==> src/rtl/level_display_ctrl.sv <==
// level_display_ctrl: clocked tank-level sensor classifier with a 2-digit multiplexed
// 7-segment display.
//
// Each raw sensor bit is synchronised (2 flops) and debounced. The debounced vector is
// classified as a level (count of ones) and a status by a sticky-error FSM. Digit0 shows
// the level in decimal. Digit1 shows a status letter: L, n, F or E. Both digits show "--"
// while the FSM is in INIT.
//
// Optional feature macro: ERR_BLINK_EN. When it is defined, both digits blank on
// alternate blink half-periods while the FSM is in ERR. When it is undefined, ERR is
// shown steadily and no blink logic exists.
//
// Parameters:
//   N_SENS          number of stacked sensors (1..9), bit 0 is the lowest
//   DEB_CYCLES      consecutive differing samples needed to accept a new sensor value
//   SCAN_DIV        clocks per digit-scan slot (>= 2)
//   BLINK_DIV       clocks per blink half-period (used only with ERR_BLINK_EN)
//   SEG_ACTIVE_LOW  1: seg/an outputs are active-low, 0: active-high
//
// Ports:
//   clk      system clock
//   rst_n    synchronous active-low reset
//   sens     raw asynchronous sensor inputs, 1 = submerged
//   err_clr  single-cycle request to clear a latched error
//   seg      segment drive, seg[0]=a .. seg[6]=g (registered)
//   an       digit enables, an[0]=digit0, an[1]=digit1 (registered)
//   level    debounced level, holds its last valid value while in ERR
//   status   00 LOW, 01 NORMAL, 10 FULL, 11 ERROR
//   err      high while the FSM is in ERR

module level_display_ctrl #(
    parameter int unsigned N_SENS         = 3,
    parameter int unsigned DEB_CYCLES     = 4,
    parameter int unsigned SCAN_DIV       = 1000,
    parameter int unsigned BLINK_DIV      = 25000000,
    parameter int unsigned SEG_ACTIVE_LOW = 1
) (
    input  logic                            clk,
    input  logic                            rst_n,
    input  logic [N_SENS-1:0]               sens,
    input  logic                            err_clr,
    output logic [6:0]                      seg,
    output logic [1:0]                      an,
    output logic [$clog2(N_SENS+1)-1:0]     level,
    output logic [1:0]                      status,
    output logic                            err
);

    localparam int unsigned LW = $clog2(N_SENS + 1);
    localparam int unsigned CW = $clog2(DEB_CYCLES + 1);
    localparam int unsigned IW = $clog2(DEB_CYCLES + 2);
    localparam int unsigned SW = $clog2(SCAN_DIV);

    localparam logic [6:0] SegDash  = 7'h40;
    localparam logic [6:0] SegL     = 7'h38;
    localparam logic [6:0] SegN     = 7'h54;
    localparam logic [6:0] SegF     = 7'h71;
    localparam logic [6:0] SegE     = 7'h79;
    localparam logic [6:0] SegBlank = 7'h00;

    // Elaboration-time parameter legality checks.
    if (N_SENS < 1 || N_SENS > 9) begin : g_bad_n_sens
        $error("level_display_ctrl: N_SENS must be in 1..9");
    end
    if (DEB_CYCLES < 1) begin : g_bad_deb_cycles
        $error("level_display_ctrl: DEB_CYCLES must be >= 1");
    end
    if (SCAN_DIV < 2) begin : g_bad_scan_div
        $error("level_display_ctrl: SCAN_DIV must be >= 2");
    end
    if (BLINK_DIV < 1) begin : g_bad_blink_div
        $error("level_display_ctrl: BLINK_DIV must be >= 1");
    end

    typedef enum logic [2:0] {
        StInit,
        StLow,
        StNorm,
        StFull,
        StErr
    } state_e;

    // ------------------------------------------------------------------
    // Synchroniser and debounce
    // ------------------------------------------------------------------
    logic [N_SENS-1:0] sync1_q, sync2_q;
    logic [N_SENS-1:0] deb_q, deb_d;
    logic [CW-1:0]     deb_cnt_q [N_SENS];
    logic [CW-1:0]     deb_cnt_d [N_SENS];

    // The counter only advances on consecutive samples that disagree with the accepted
    // value; any agreeing sample restarts it, so short glitches never get through.
    always_comb begin
        deb_d = deb_q;
        for (int i = 0; i < N_SENS; i++) begin
            deb_cnt_d[i] = '0;
            if (sync2_q[i] != deb_q[i]) begin
                if (deb_cnt_q[i] == CW'(DEB_CYCLES - 1)) begin
                    deb_d[i] = sync2_q[i];
                end else begin
                    deb_cnt_d[i] = deb_cnt_q[i] + CW'(1);
                end
            end
        end
    end

    always_ff @(posedge clk) begin
        if (!rst_n) begin
            sync1_q <= '0;
            sync2_q <= '0;
            deb_q   <= '0;
            for (int i = 0; i < N_SENS; i++) begin
                deb_cnt_q[i] <= '0;
            end
        end else begin
            sync1_q <= sens;
            sync2_q <= sync1_q;
            deb_q   <= deb_d;
            for (int i = 0; i < N_SENS; i++) begin
                deb_cnt_q[i] <= deb_cnt_d[i];
            end
        end
    end

    // ------------------------------------------------------------------
    // Classification
    // ------------------------------------------------------------------
    logic          valid;
    logic [LW-1:0] lvl;
    state_e        class_st;

    always_comb begin
        lvl = '0;
        for (int i = 0; i < N_SENS; i++) begin
            lvl = lvl + LW'(deb_q[i]);
        end
        // Thermometer check: a wet sensor above a dry one is physically impossible.
        valid = 1'b1;
        for (int i = 1; i < N_SENS; i++) begin
            if (deb_q[i] && !deb_q[i-1]) begin
                valid = 1'b0;
            end
        end
    end

    always_comb begin
        if (!valid) begin
            class_st = StErr;
        end else if (lvl == '0) begin
            class_st = StLow;
        end else if (lvl == LW'(N_SENS)) begin
            class_st = StFull;
        end else begin
            class_st = StNorm;
        end
    end

    // ------------------------------------------------------------------
    // Status FSM
    // ------------------------------------------------------------------
    state_e        state_q, state_d;
    logic [IW-1:0] init_cnt_q, init_cnt_d;
    logic [LW-1:0] level_q, level_d;
    logic [1:0]    status_q, status_d;
    logic          err_q, err_d;

    always_comb begin
        state_d    = state_q;
        init_cnt_d = init_cnt_q;
        level_d    = level_q;
        status_d   = status_q;
        err_d      = err_q;

        case (state_q)
            StInit: begin
                // Wait for the synchroniser and debouncer to fill before classifying.
                if (init_cnt_q == IW'(DEB_CYCLES + 1)) begin
                    state_d = class_st;
                end else begin
                    init_cnt_d = init_cnt_q + IW'(1);
                end
            end
            StLow, StNorm, StFull: begin
                state_d = class_st;
            end
            StErr: begin
                if (err_clr && valid) begin
                    state_d = class_st;
                end
            end
            default: begin
                state_d = StInit;
            end
        endcase

        // Outputs are registered alongside the state they describe.
        case (state_d)
            StInit: begin
                level_d  = '0;
                status_d = 2'b00;
                err_d    = 1'b0;
            end
            StLow: begin
                level_d  = lvl;
                status_d = 2'b00;
                err_d    = 1'b0;
            end
            StNorm: begin
                level_d  = lvl;
                status_d = 2'b01;
                err_d    = 1'b0;
            end
            StFull: begin
                level_d  = lvl;
                status_d = 2'b10;
                err_d    = 1'b0;
            end
            StErr: begin
                status_d = 2'b11;
                err_d    = 1'b1;
            end
            default: begin
                level_d  = '0;
                status_d = 2'b00;
                err_d    = 1'b0;
            end
        endcase
    end

    always_ff @(posedge clk) begin
        if (!rst_n) begin
            state_q    <= StInit;
            init_cnt_q <= '0;
            level_q    <= '0;
            status_q   <= 2'b00;
            err_q      <= 1'b0;
        end else begin
            state_q    <= state_d;
            init_cnt_q <= init_cnt_d;
            level_q    <= level_d;
            status_q   <= status_d;
            err_q      <= err_d;
        end
    end

    assign level  = level_q;
    assign status = status_q;
    assign err    = err_q;

    // ------------------------------------------------------------------
    // Digit scan
    // ------------------------------------------------------------------
    logic [SW-1:0] scan_q, scan_d;
    logic          dig_sel_q, dig_sel_d;

    always_comb begin
        dig_sel_d = dig_sel_q;
        if (scan_q == SW'(SCAN_DIV - 1)) begin
            scan_d    = '0;
            dig_sel_d = ~dig_sel_q;
        end else begin
            scan_d = scan_q + SW'(1);
        end
    end

    always_ff @(posedge clk) begin
        if (!rst_n) begin
            scan_q    <= '0;
            dig_sel_q <= 1'b0;
        end else begin
            scan_q    <= scan_d;
            dig_sel_q <= dig_sel_d;
        end
    end

    // ------------------------------------------------------------------
    // Error blink
    // ------------------------------------------------------------------
    logic blank;

`ifdef ERR_BLINK_EN
    localparam int unsigned BW = (BLINK_DIV > 1) ? $clog2(BLINK_DIV) : 1;

    logic [BW-1:0] blink_cnt_q, blink_cnt_d;
    logic          blink_q, blink_d;

    always_comb begin
        blink_d = blink_q;
        if (blink_cnt_q == BW'(BLINK_DIV - 1)) begin
            blink_cnt_d = '0;
            blink_d     = ~blink_q;
        end else begin
            blink_cnt_d = blink_cnt_q + BW'(1);
        end
    end

    always_ff @(posedge clk) begin
        if (!rst_n) begin
            blink_cnt_q <= '0;
            blink_q     <= 1'b0;
        end else begin
            blink_cnt_q <= blink_cnt_d;
            blink_q     <= blink_d;
        end
    end

    assign blank = (state_q == StErr) && blink_q;
`else
    assign blank = 1'b0;
`endif

    // ------------------------------------------------------------------
    // Segment / anode output stage
    // ------------------------------------------------------------------
    function automatic logic [6:0] digit_pat(input logic [3:0] v);
        logic [6:0] p;
        case (v)
            4'd0:    p = 7'h3F;
            4'd1:    p = 7'h06;
            4'd2:    p = 7'h5B;
            4'd3:    p = 7'h4F;
            4'd4:    p = 7'h66;
            4'd5:    p = 7'h6D;
            4'd6:    p = 7'h7D;
            4'd7:    p = 7'h07;
            4'd8:    p = 7'h7F;
            4'd9:    p = 7'h6F;
            default: p = SegDash;
        endcase
        return p;
    endfunction

    logic [6:0] pat0, pat1, pat;
    logic [1:0] an_raw;
    logic [6:0] seg_d, seg_q;
    logic [1:0] an_d, an_q;

    always_comb begin
        pat0 = (state_q == StInit) ? SegDash : digit_pat(4'(level_q));

        case (state_q)
            StLow:   pat1 = SegL;
            StNorm:  pat1 = SegN;
            StFull:  pat1 = SegF;
            StErr:   pat1 = SegE;
            default: pat1 = SegDash;
        endcase

        pat = dig_sel_q ? pat1 : pat0;
        if (blank) begin
            pat = SegBlank;
        end

        an_raw = dig_sel_q ? 2'b10 : 2'b01;

        if (SEG_ACTIVE_LOW != 0) begin
            seg_d = ~pat;
            an_d  = ~an_raw;
        end else begin
            seg_d = pat;
            an_d  = an_raw;
        end
    end

    always_ff @(posedge clk) begin
        if (!rst_n) begin
            seg_q <= (SEG_ACTIVE_LOW != 0) ? ~SegDash : SegDash;
            an_q  <= (SEG_ACTIVE_LOW != 0) ? 2'b10 : 2'b01;
        end else begin
            seg_q <= seg_d;
            an_q  <= an_d;
        end
    end

    assign seg = seg_q;
    assign an  = an_q;

endmodule
==> config.mk <==
export PLATFORM = sky130hd
export DESIGN_NAME = level_display_ctrl
export DESIGN_NICKNAME = d
export VERILOG_FILES = /design/src/rtl/level_display_ctrl.sv
export SDC_FILE = /design/constraint.sdc
export NUM_CORES = 1
export LEC_CHECK = 0
export BUFFER_PORTS_ARGS = -buffer_cell sky130_fd_sc_hd__buf_4
export CAP_MARGIN = 40
export CELL_PAD_IN_SITES_DETAIL_PLACEMENT = 1
export CELL_PAD_IN_SITES_GLOBAL_PLACEMENT = 1
export CORE_MARGIN = 2
export CORE_UTILIZATION = 44
export DETAILED_ROUTE_END_ITERATION = 8
export PLACE_DENSITY = 0.84
export SYNTH_ARGS = -nofsm -noshare
export SYNTH_HDL_FRONTEND = slang
export SYNTH_SLANG_ARGS = --single-unit
==> constraint.sdc <==
create_clock -name clk -period 2.3 [get_ports clk]
set_input_delay 0.46 -clock clk [delete_from_list [all_inputs] [get_ports clk]]
set_output_delay 0.46 -clock clk [all_outputs]
set_load 0.01 [all_outputs]
==> flow_metrics.tcl <==
set metrics [dict create \
    via_count 1357 \
    pre_cts_slack_ps 487 \
    core_mm2 0.00429 \
    hpwlAfterDp_mm 2.53 \
    diodes 0 \
    drive_gt1_share_pct 16.2 \
    cts_hold_buf 0 \
    synth_area_leaders "dfxtp_1 50%, ha_1 6.4%, nor2_1 4.1%" \
    syn_inst 195 \
    reg2reg_depth 6 \
    setup_viol 0 \
    reg2reg_to "level[0]" \
    track_usage_pct 15.6 \
    syn_to_final_growth_pct 13.6 \
    seqPwrFrac_pct 58.5 \
    maxSlewHeadroom_pct 68.5 \
    clockPowerShare_pct 35.7 \
    io_pins 20 \
    critPathMaxFanout 4 \
    synth_nets 212 \
    viasPerCell 5.06 \
    dr.pass1.iters 4 \
    regArea_um2 981 \
    maxCapViolations 0 \
    syn_area_mm2 0.00195 \
    hold_viol_final 0 \
    grt_start_max_net_pins 27 \
    fin_tns_setup_ps 0 \
    path_class "reg -> reg" \
    synth_edf_count 0 \
    switching_share_pct 22.1 \
    crit_path_end "level[0]" \
    wirelength_mm 3.54 \
    yosysTopAreaCell "dfxtp_1" \
    tightest_slew_ps 468 \
    ir_drop_v 0.000333 \
    post_cts_resized 0 \
    fin_crit_sh_pct 79.3 \
    ys.flop_type "dfxtp_1" \
    reg2reg_from "deb_q[0]" \
    cellLeakagePower_nw 0.887 \
    placed_cell_area_mm2 0.00211 \
    die_w_um 70.5 \
    finalNetCount 232 \
    outcome "finished clean" \
    r2r_setup_slack_ps 480 \
    synth-seq-cells 49 \
    p_switching_uw 337 \
    grt_pass1_wl_mm 6.13 \
    htree_num_levels 2 \
    multi_input_area_um2 860 \
    overflow 0 \
    arrival_ps 2060 \
    min_path_type "in -> reg" \
    port_buffers 19 \
    antenna_found_initial 0 \
    powerDensity_mw_per_mm2 691 \
    rows 24 \
    design_area_mm2 0.00221 \
    root_buffer "clkbuf_8" \
    period_needed_ps 1820 \
    cts_num_sinks 49 \
    start_util_pct 45.3 \
    async_reset_ff_share_pct 0 \
    dieArea_mm2 0.00497 \
    cts_inserted_buffers 5 \
    max_freq_mhz 548 \
    fp.dieH_um 70.5 \
    remaining_drc_errors 0 \
    synth_top_area_share_pct 50.4 \
    syn_area_per_cell_um2 9.98 \
    cts_setup_buffers 0 \
    finClkSkew_ps 6.33 \
    start_kind "register" \
    fillers 507 \
    grt_setup_unrepaired "false" \
    p_comb_share_pct 5.9 \
    drv_slew 0 \
    worstSetupStartpoint "deb_q[0]" \
    placedCellCount 260 \
    ys_warn_count 0 \
    cts_buffer_depth 2 \
    ant_nets 0 \
    clk_pin_slew_ps 90 \
    yosysSeqAreaShare_pct 50.4 \
    clock_latency_ps 300 \
    p_int_mw 1.19 \
    setup_slack_ps 477 \
    crit_required_ps 2530 \
    routabilityCongestion 0.689 \
    stdcell_count 268 \
    grt_pass1_vias 1368 \
    yosysUniqueCellTypes 40 \
    cts_tree "done" \
    drt_iter0_drc 90 \
    wl_per_cell_um 13.2 \
    cp-end-kind "register" \
]
## flip-flops by register name (all words and copies together), names as in the netlist
| signal | flops |
|---|---|
| deb_cnt_q | 9 |
| err | 1 |
| state_q | 3 |
| init_cnt_q | 3 |
| deb_q | 3 |
| dig_sel_q | 1 |
| level | 2 |
| an | 2 |
| sync2_q | 3 |
| status | 2 |
| seg | 7 |
| scan_q | 10 |
| sync1_q | 3 |
## worst max-delay path, stage by stage (launching register included)
cell and delay (ps):
dfxtp_1 410, inv_1 80, fa_1 510, ha_1 360, nand2_1 100, nand4_1 130, o2bb2ai_1 160
## cells in the final DEF (no fill, tap or decap), drive strengths merged, types with 2 or more instances in the layout
| master | count |
|---|---|
| dfxtp | 49 |
| nor2 | 21 |
| buf | 19 |
| inv | 16 |
| nand2 | 14 |
| and2 | 12 |
| ha | 10 |
| nand3 | 7 |
| xor2 | 7 |
| clkbuf | 7 |
| xnor2 | 6 |
| o21ai | 6 |
| nand4 | 3 |
| nand2b | 3 |
| nor3 | 3 |
| nand3b | 3 |
| mux2i | 3 |
| nor2b | 3 |
| o31ai | 2 |
| a31oi | 2 |
| a21o | 2 |
| o2bb2ai | 2 |
| a21oi | 2 |
| a211oi | 2 |
## how the worst min path moves through the flow
stage,from,end,slack (ps),cells past startpoint
after floorplan,deb_cnt_q[0][0],deb_cnt_q[0][0],400,1
after global placement,deb_cnt_q[0][3],deb_cnt_q[0][3],410,1
after detailed placement,deb_cnt_q[0][0],deb_cnt_q[0][0],420,1
after CTS,sens[2],sync1_q[2],360,2
after global routing,sens[2],sync1_q[2],360,2
final,sens[1],sync1_q[1],360,2
## area by class of cell
| type | count | area share [%] |
|---|---|---|
| Clock buffer | 7 | 4.36 |
| Clock inverter | 1 | 0.227 |
| Inverter | 16 | 2.72 |
| Multi-Input combinational cell | 124 | 38.9 |
| Sequential cell | 49 | 44.4 |
| Tap cell | 52 | 2.94 |
| Timing Repair Buffer | 19 | 6.46 |
## power groups by stage
| stage | Combinational, mW | Clock [mW] | Sequential (mW) |
|---|---|---|---|
| 4_1_cts | 0.0920 | 0.564 | 0.893 |
| 2_1_floorplan | 0.0662 | 0 | 0.908 |
| 3_5_place_dp | 0.0908 | 0 | 0.913 |
| 3_3_place_gp | 0.0860 | 0 | 0.911 |
| 6_report | 0.0899 | 0.544 | 0.893 |
| 5_1_grt | 0.104 | 0.592 | 0.896 |
## through the flow
step | util (%) | hold slack [ps] | total power, mW
after CTS | 51.5 | 358 | 1.55
after global routing | 51.5 | 361 | 1.59
final | 51.5 | 363 | 1.53
after floorplan | - | 399 | 0.974
after global placement | 49.1 | 411 | 0.997
after detailed placement | 49.1 | 417 | 1.00
## Yosys cell counts, types with 3 or more instances
library cell / count
and2_1: 12
dfxtp_1: 49
ha_1: 10
inv_1: 16
mux2i_1: 3
nand2_1: 14
nand2b_1: 3
nand3_1: 7
nand3b_1: 3
nand4_1: 3
nor2_1: 21
nor2b_1: 3
nor3_1: 3
o21ai_0: 6
xnor2_1: 6
xor2_1: 7
## cell families after synthesis
group                      share of synthesized area [%]
xor gates and xnor gates                            5.85
buffers and inverters                               5.40
AOI/OAI and AO/OA                                   10.2
muxes                                               1.54
and+or+nand+nor                                     19.2
adders and majority gates                           7.46
DFF                                                 50.4
## per-layer routing
metal	GRT usage (%)	wire length [um]	share of wire (%)	up-vias
met1	18.2	1580	45	630
met2	26.9	1730	49	35
met5	0	0	0	-
li1	-	-	-	684
met4	6.62	80	2.3	0
met3	4.18	149	4.2	8
Note: power is estimated with default switching activity, not from simulation.
